$ cat src/rtl/barrel_shifter_pkg.sv
// Shared mode encoding for the pipelined barrel shifter.
package barrel_shifter_pkg;

  typedef enum logic [1:0] {
    MODE_ROR = 2'b00,
    MODE_ROL = 2'b01,
    MODE_SRL = 2'b10,
    MODE_SRA = 2'b11
  } mode_t;

endpackage

$ cat src/rtl/barrel_shift_stage.sv
// One pipeline level: conditionally shifts/rotates by SHIFT, registers the beat.
// Optional out_zero register under BARREL_SHIFTER_PIPE_ZERO_FLAG_EN.
module barrel_shift_stage
  import barrel_shifter_pkg::*;
#(
  parameter  int WIDTH = 32,
  parameter  int SHIFT = 1,
  localparam int AMT_W = $clog2(WIDTH)
) (
  input  logic             clk,
  input  logic             rst_n,
  input  logic             advance,
  input  logic             in_valid,
  input  logic [WIDTH-1:0] in_data,
  input  logic [AMT_W-1:0] in_amt,
  input  mode_t            in_mode,
  input  logic             in_sign,
  output logic             out_valid,
  output logic [WIDTH-1:0] out_data,
  output logic [AMT_W-1:0] out_amt,
  output mode_t            out_mode,
  output logic             out_sign
`ifdef BARREL_SHIFTER_PIPE_ZERO_FLAG_EN
  ,
  output logic             out_zero
`endif
);

  localparam int BIT = $clog2(SHIFT);

  logic [WIDTH-1:0] shifted;

  // SRA fills from the operand's original sign, carried alongside the data.
  always_comb begin
    shifted = in_data;
    if (in_amt[BIT]) begin
      case (in_mode)
        MODE_ROR: shifted = {in_data[SHIFT-1:0], in_data[WIDTH-1:SHIFT]};
        MODE_ROL: shifted = {in_data[WIDTH-SHIFT-1:0], in_data[WIDTH-1:WIDTH-SHIFT]};
        MODE_SRL: shifted = {{SHIFT{1'b0}}, in_data[WIDTH-1:SHIFT]};
        MODE_SRA: shifted = {{SHIFT{in_sign}}, in_data[WIDTH-1:SHIFT]};
        default:  shifted = in_data;
      endcase
    end
  end

  always_ff @(posedge clk or negedge rst_n) begin
    if (!rst_n) begin
      out_valid <= 1'b0;
      out_data  <= '0;
      out_amt   <= '0;
      out_mode  <= MODE_ROR;
      out_sign  <= 1'b0;
    end else if (advance) begin
      out_valid <= in_valid;
      out_data  <= shifted;
      out_amt   <= in_amt;
      out_mode  <= in_mode;
      out_sign  <= in_sign;
    end
  end

`ifdef BARREL_SHIFTER_PIPE_ZERO_FLAG_EN
  always_ff @(posedge clk or negedge rst_n) begin
    if (!rst_n) begin
      out_zero <= 1'b1;
    end else if (advance) begin
      out_zero <= (shifted == '0);
    end
  end
`endif

endmodule

$ cat src/rtl/barrel_shifter_pipe.sv
// Pipelined ROR/ROL/SRL/SRA barrel shifter, one stage per amount bit, global stall.
// Define BARREL_SHIFTER_PIPE_ZERO_FLAG_EN to add the registered out_zero flag.
module barrel_shifter_pipe
  import barrel_shifter_pkg::*;
#(
  parameter  int WIDTH = 32,
  localparam int AMT_W = $clog2(WIDTH)
) (
  input  logic             clk,
  input  logic             rst_n,
  input  logic             in_valid,
  output logic             in_ready,
  input  logic [WIDTH-1:0] in_data,
  input  logic [AMT_W-1:0] in_amt,
  input  logic [1:0]       in_mode,
  output logic             out_valid,
  input  logic             out_ready,
  output logic [WIDTH-1:0] out_data,
  output logic [1:0]       out_mode
`ifdef BARREL_SHIFTER_PIPE_ZERO_FLAG_EN
  ,
  output logic             out_zero
`endif
);

  logic             advance;
  logic             v_s    [AMT_W+1];
  logic [WIDTH-1:0] d_s    [AMT_W+1];
  logic [AMT_W-1:0] amt_s  [AMT_W+1];
  mode_t            mode_s [AMT_W+1];
  logic             sign_s [AMT_W+1];

  assign advance  = out_ready | ~out_valid;
  assign in_ready = advance;

  assign v_s[0]    = in_valid;
  assign d_s[0]    = in_data;
  assign amt_s[0]  = in_amt;
  assign mode_s[0] = mode_t'(in_mode);
  assign sign_s[0] = in_data[WIDTH-1];

  for (genvar k = 0; k < AMT_W; k++) begin : g_stage
`ifdef BARREL_SHIFTER_PIPE_ZERO_FLAG_EN
    logic zero_k;
`endif
    barrel_shift_stage #(
      .WIDTH (WIDTH),
      .SHIFT (1 << k)
    ) u_stage (
      .clk       (clk),
      .rst_n     (rst_n),
      .advance   (advance),
      .in_valid  (v_s[k]),
      .in_data   (d_s[k]),
      .in_amt    (amt_s[k]),
      .in_mode   (mode_s[k]),
      .in_sign   (sign_s[k]),
      .out_valid (v_s[k+1]),
      .out_data  (d_s[k+1]),
      .out_amt   (amt_s[k+1]),
      .out_mode  (mode_s[k+1]),
      .out_sign  (sign_s[k+1])
`ifdef BARREL_SHIFTER_PIPE_ZERO_FLAG_EN
      ,
      .out_zero  (zero_k)
`endif
    );
`ifdef BARREL_SHIFTER_PIPE_ZERO_FLAG_EN
    if (k == AMT_W - 1) begin : g_zero
      assign out_zero = zero_k;
    end
`endif
  end

  assign out_valid = v_s[AMT_W];
  assign out_data  = d_s[AMT_W];
  assign out_mode  = mode_s[AMT_W];

endmodule

$ cat config.mk
export PLATFORM = sky130hd
export DESIGN_NAME = barrel_shifter_pipe
export DESIGN_NICKNAME = d
export VERILOG_FILES = /design/src/rtl/barrel_shifter_pkg.sv /design/src/rtl/barrel_shift_stage.sv /design/src/rtl/barrel_shifter_pipe.sv
export SDC_FILE = /design/constraint.sdc
export NUM_CORES = 1
export LEC_CHECK = 0
export ABC_AREA = 1
export CORE_UTILIZATION = 40
export DETAILED_ROUTE_END_ITERATION = 8
export SLEW_MARGIN = 10
export SYNTH_ARGS = -nofsm -noshare
export SYNTH_HDL_FRONTEND = slang
export SYNTH_SLANG_ARGS = --single-unit
export TNS_END_PERCENT = 1
$ cat constraint.sdc
create_clock -name clk -period 1.6 [get_ports clk]
set_input_delay 0.32 -clock clk [delete_from_list [all_inputs] [get_ports clk]]
set_output_delay 0.32 -clock clk [all_outputs]
set_load 0.02 [all_outputs]
# ---- Yosys cells after proc, flatten, opt, wreduce, memory -nomap -nowiden
# Index checks and enable logic that the tools add are counted.
dict set report op_classes {
  n_eq_ne 15
  muxes 10
  n_bitwise 2
  reduce_logical 6
}
# cell n
set ops {}
lappend ops {{32-bit one-hot mux with 4 select lines} 4}
lappend ops {{32-bit two-way mux} 5}
lappend ops {{32-bit one-hot mux with 3 select lines} 1}
lappend ops {{2-bit equality test, second input constant} 10}
lappend ops {{2-bit by 1-bit equality test with 1-bit output, second input constant} 5}
lappend ops {{2-bit logical NOT} 5}
lappend ops {{2-bit OR reduction} 1}
lappend ops {{1-bit NOT} 1}
lappend ops {{1-bit OR} 1}
dict set report word_totals {
  regBits 199
  input_bits 43
  elab_cells 56
}

# ---- Longest topological paths before layout
# Gate-level depths: netlist of the first run.
dict set report depth {
  word_depth 4
  mapped_depth 7
  mapped_depth_nobuf 7
}

# ---- Cells and area by module
# From an unflattened synthesis of the first run, not the netlist that was laid out.
dict set report hier_totals {
  cells_unflattened 1560
  hier_area_um2 11200.7
}
# mod n_inst cells_per_inst area_each_um2 seq_area_each_um2
set by_module_without_submodules {}
lappend by_module_without_submodules {{barrel_shift_stage (g_stage[1].u_stage)} 1 323 2337.2 1026.0}
lappend by_module_without_submodules {{barrel_shift_stage (g_stage[2].u_stage)} 1 328 2312.2 1026.0}
lappend by_module_without_submodules {{barrel_shift_stage (g_stage[0].u_stage)} 1 317 2307.2 1026.0}
lappend by_module_without_submodules {{barrel_shift_stage (g_stage[3].u_stage)} 1 328 2274.7 1026.0}
lappend by_module_without_submodules {{barrel_shift_stage (g_stage[4].u_stage)} 1 262 1961.9 1026.0}
lappend by_module_without_submodules {barrel_shifter_pipe 1 2 7.5 0.0}

# ---- Worst setup path before layout of the first run
# Ideal clock, no wire load.
dict set report synth_timing {
  path_kind {register to output}
  startpoint {reg g_stage[4].u_stage.out_valid}
  endpoint {out in_ready}
  arrival_ps 970
  slack_ps 310
  path_stages_with_launch 4
  path_cell_list {dfrtp_1 nand2_4 buf_4 buf_2}
}
dict set report synth_via {
  elab_chain_cells 2
}
# item line_no
set synth_rtl {}
lappend synth_rtl {{from (decl)} barrel_shift_stage.sv:18} ;# output logic out_valid,
lappend synth_rtl {{from (signal assigned)} barrel_shift_stage.sv:55} ;# out_valid <= in_valid;
lappend synth_rtl {{1-bit NOT} barrel_shifter_pipe.sv:33} ;# assign advance = out_ready | ~out_valid;
lappend synth_rtl {{1-bit OR} barrel_shifter_pipe.sv:33}
lappend synth_rtl {{to (decl)} barrel_shifter_pipe.sv:12} ;# output logic in_ready,
# Every way passes these cells.

# ---- Worst setup path in the final report of the first run
# Same ends and word-level chain as after synthesis.

==> impl_metrics.yaml, run 1 <==
floorplan:
  die_x_um: 169.1
  core_area_mm2: 0.02718
  row_count: 60
  io_pins: 79
  die_area_mm2: 0.02858
  die_h_um: 169.1
  start_util_pct: 41.08
logic_synthesis:
  synth_nets: 1663
  synth_area_mm2: 0.01116
  ys_types: 20
  synthArstFlopShare_pct: 100.0
  ys_ff_latch: 189
  synthTopCellsByArea: "dfrtp_1, nand3_1, inv_1"
  yosys.area.top_type: "dfrtp_1"
  synth-edff-count: 0
  synth_commonest_cells: "inv_1, nand2_1, nand3_1, dfrtp_1, nor2_1"
  synth_warnings: 0
  synth-main-ff-cell: "dfrtp_1"
  syn_avg_cell_area_um2: 6.892
  syn-instance-count: 1620
  seq_area_frac_synth_pct: 42.36
  yosysTopAreaCellShare_pct: 42.36
placement:
  dp_hpwl_mm: 19.30
  dpl.cell_count: 1965
  place_area_mm2: 0.01211
  port_buffers: 78
  gp_congestion: 0.8155
cts:
  cts_buffers: 17
  cts_tree: "done"
  root_buffer: "clkbuf_16"
  cts_max_path_buffers: 2
  post_cts_buffers: 0
  clock_sinks: 189
  path_clk_slew_ps: 80
  cts-htree-levels: 4
  clk_latency_ps: 440
detailed_routing:
  wl_per_cell_um: 13.96
  dr.pass1.iters: 5
  ant_nets: 0
  drcViolationCount: 0
  post_drt_via_cell_ratio: 5.020
  totalWireLength_mm: 27.90
  dr.first_iter.drc_count: 796
  vias: 10030
timing:
  hold_violations: 0
  fmax_mhz: 651.3
  worstMarginPinSlew_ps: 465.7
  fin_crit_ps: 1535
  rsz0062_at_grt: "no"
  min_period_over_period_pct: 95.97
  setup_violations: 0
  slew_headroom_pct: 68.95
  drv_slew: 0
  finClkSkew_ps: 10.33
worst_setup_path:
  arrival_ps: 1220
  path_max_fanout: 3
  crit_path_end_kind: "output pin"
  cp-start-kind: "flop"
  critical_path_class: "reg2out"
  max_stage_delay_ps: 450
  crit_slowest_cell: "dfrtp_2"
  path_cells: "nand2_8 > clkdlybuf4s15_2"
  crit_required_ps: 1280
pwr:
  internal_power_mw: 13.78
  netSwitchingFraction_pct: 45.07
  p_sw_mw: 11.31
  power_frac_seq_pct: 35.1
  p_clk_share_pct: 18.0
  total_leakage_power_nw: 6.514
  combinationalPowerShare_pct: 46.9
  p_per_area_mw_per_mm2: 1973
  peakVddDrop_mv: 0.8890
run:
  maxCapViolCount: 0
cells_and_area:
  drive_gt1_share_pct: 5.412
  fin_nets: 1656
  final_cell_area_mm2: 0.01271
  antenna_cells: 0
  area_delta_synth_final_pct: 13.89
  postLayoutCoreUtil_pct: 46.79
  instances_no_fill: 1998
global_route:
  track_usage_pct: 20.78
  grt_max_degree: 74
  grt_pass1_vias: 9442
  antenna_found_initial: 0
  grt_pass1_wl_mm: 48.36
  grt-ovfl-total: 0
hold_path:
  hold_class: "in2reg"
run_status:
  outcome: "completed"
cells by family after synthesis:
logic type             Yosys count  synth area share, %
AOI/OAI and AO/OA              334                15.07
buffers and inverters          416                16.70
DFF                            189                42.36
and+or+nand+nor                681                25.87
worst paths after layout:
kind                                           startpoint                              end  slack (ps)  cells past startpoint
setup / recovery             g_stage[4].u_stage.out_valid                         in_ready          60                      2
min in group asynchronous                           rst_n   g_stage[4].u_stage.out_mode[1]         390                      2
setup reg to reg           g_stage[2].u_stage.out_mode[1]  g_stage[3].u_stage.out_data[21]         180                      5
hold / removal                                  in_amt[0]  g_stage[0].u_stage.out_data[25]         380                      4
max in group asynchronous                           rst_n  g_stage[0].u_stage.out_data[17]         620                      3
hold reg to reg              g_stage[3].u_stage.out_valid     g_stage[4].u_stage.out_valid         460                      2
cell usage in the layout, fill, tap and decap left out, drive strengths merged:
| cell | synthesis | layout |
|---|---|---|
| inv | 272 | 279 |
| nand2 | 270 | 270 |
| nand3 | 247 | 247 |
| dfrtp | 189 | 189 |
| o21ai | 175 | 175 |
| nor2 | 164 | 164 |
| a21oi | 159 | 159 |
| clkdlybuf4s50 | 0 | 40 |
| buf | 118 | 39 |
| dlygate4sd2 | 0 | 34 |
| clkbuf | 25 | 20 |
| clkinvlp | 0 | 3 |
| bufinv | 0 | 2 |
| clkinv | 1 | 2 |
| clkdlybuf4s15 | 0 | 2 |
| dlygate4sd3 | 0 | 1 |
registers in the layout (all words and copies together), names as in the netlist:
name                       cells
g_stage.u_stage.out_valid      5
g_stage.u_stage.out_mode      10
g_stage.u_stage.out_amt       10
g_stage.u_stage.out_data     160
g_stage.u_stage.out_sign       4
per-stage QoR:
step	total power [mW]	setup slack (ps)	TNS [ps]	hold slack, ps
floorplan	17.63	309.8	0	24.41
global placement	20.73	-274.4	-27110	311.1
detailed placement	20.96	-254.9	-24530	311.7
CTS	25.21	7.206	0	362.0
global route	27.35	8.333	0	377.8
finish	25.09	64.53	0	375.6
critical path: cells and delay by family (launching register included):
kind / cells / cell delay [ps]
buffers and inverters: 1 / 250
flip-flops: 1 / 450
AND/OR/NAND/NOR: 1 / 80
timing repair:
action	in CTS	in global routing
hold buffers	1	0
pin swaps	0	0
hold endpoints to repair	39	0
gates cloned	0	0
gates resized for setup	38	3
setup endpoints to repair	36	24
power by group through the flow:
stage / registers (mW) / logic (mW) / clock network, mW
floorplan: 8.22 / 9.41 / 0
global placement: 8.87 / 11.9 / 0
detailed placement: 8.94 / 12.0 / 0
CTS: 8.82 / 11.8 / 4.61
global route: 9.13 / 13.4 / 4.82
finish: 8.81 / 11.8 / 4.51
final cells by class:
class	instances	area [um^2]
tap	372	465.4
inverter	273	1025
fill	2915	14460
multi-input combinational	1015	4584
clock buffer	19	452.9
timing repair buffer	117	1284
clock inverter	13	172.7
sequential	189	4731
metal layers:
layer / global-route usage (%) / vias up / routed length, um
li1: - / 5058 / -
met1: 29.08 / 4714 / 13370
met4: 4.740 / 0 / 366
met2: 33.74 / 235 / 13260
met5: 0 / - / 0
met3: 3.320 / 23 / 897
(Power assumes the default switching activity.)
==> run 2: changes to the inputs <==
Settings changed: HOLD_SLACK_MARGIN from default to 0.08.
==> results of run 2 <==
The final DEF is identical to that of run 1; final timing and power are the same.
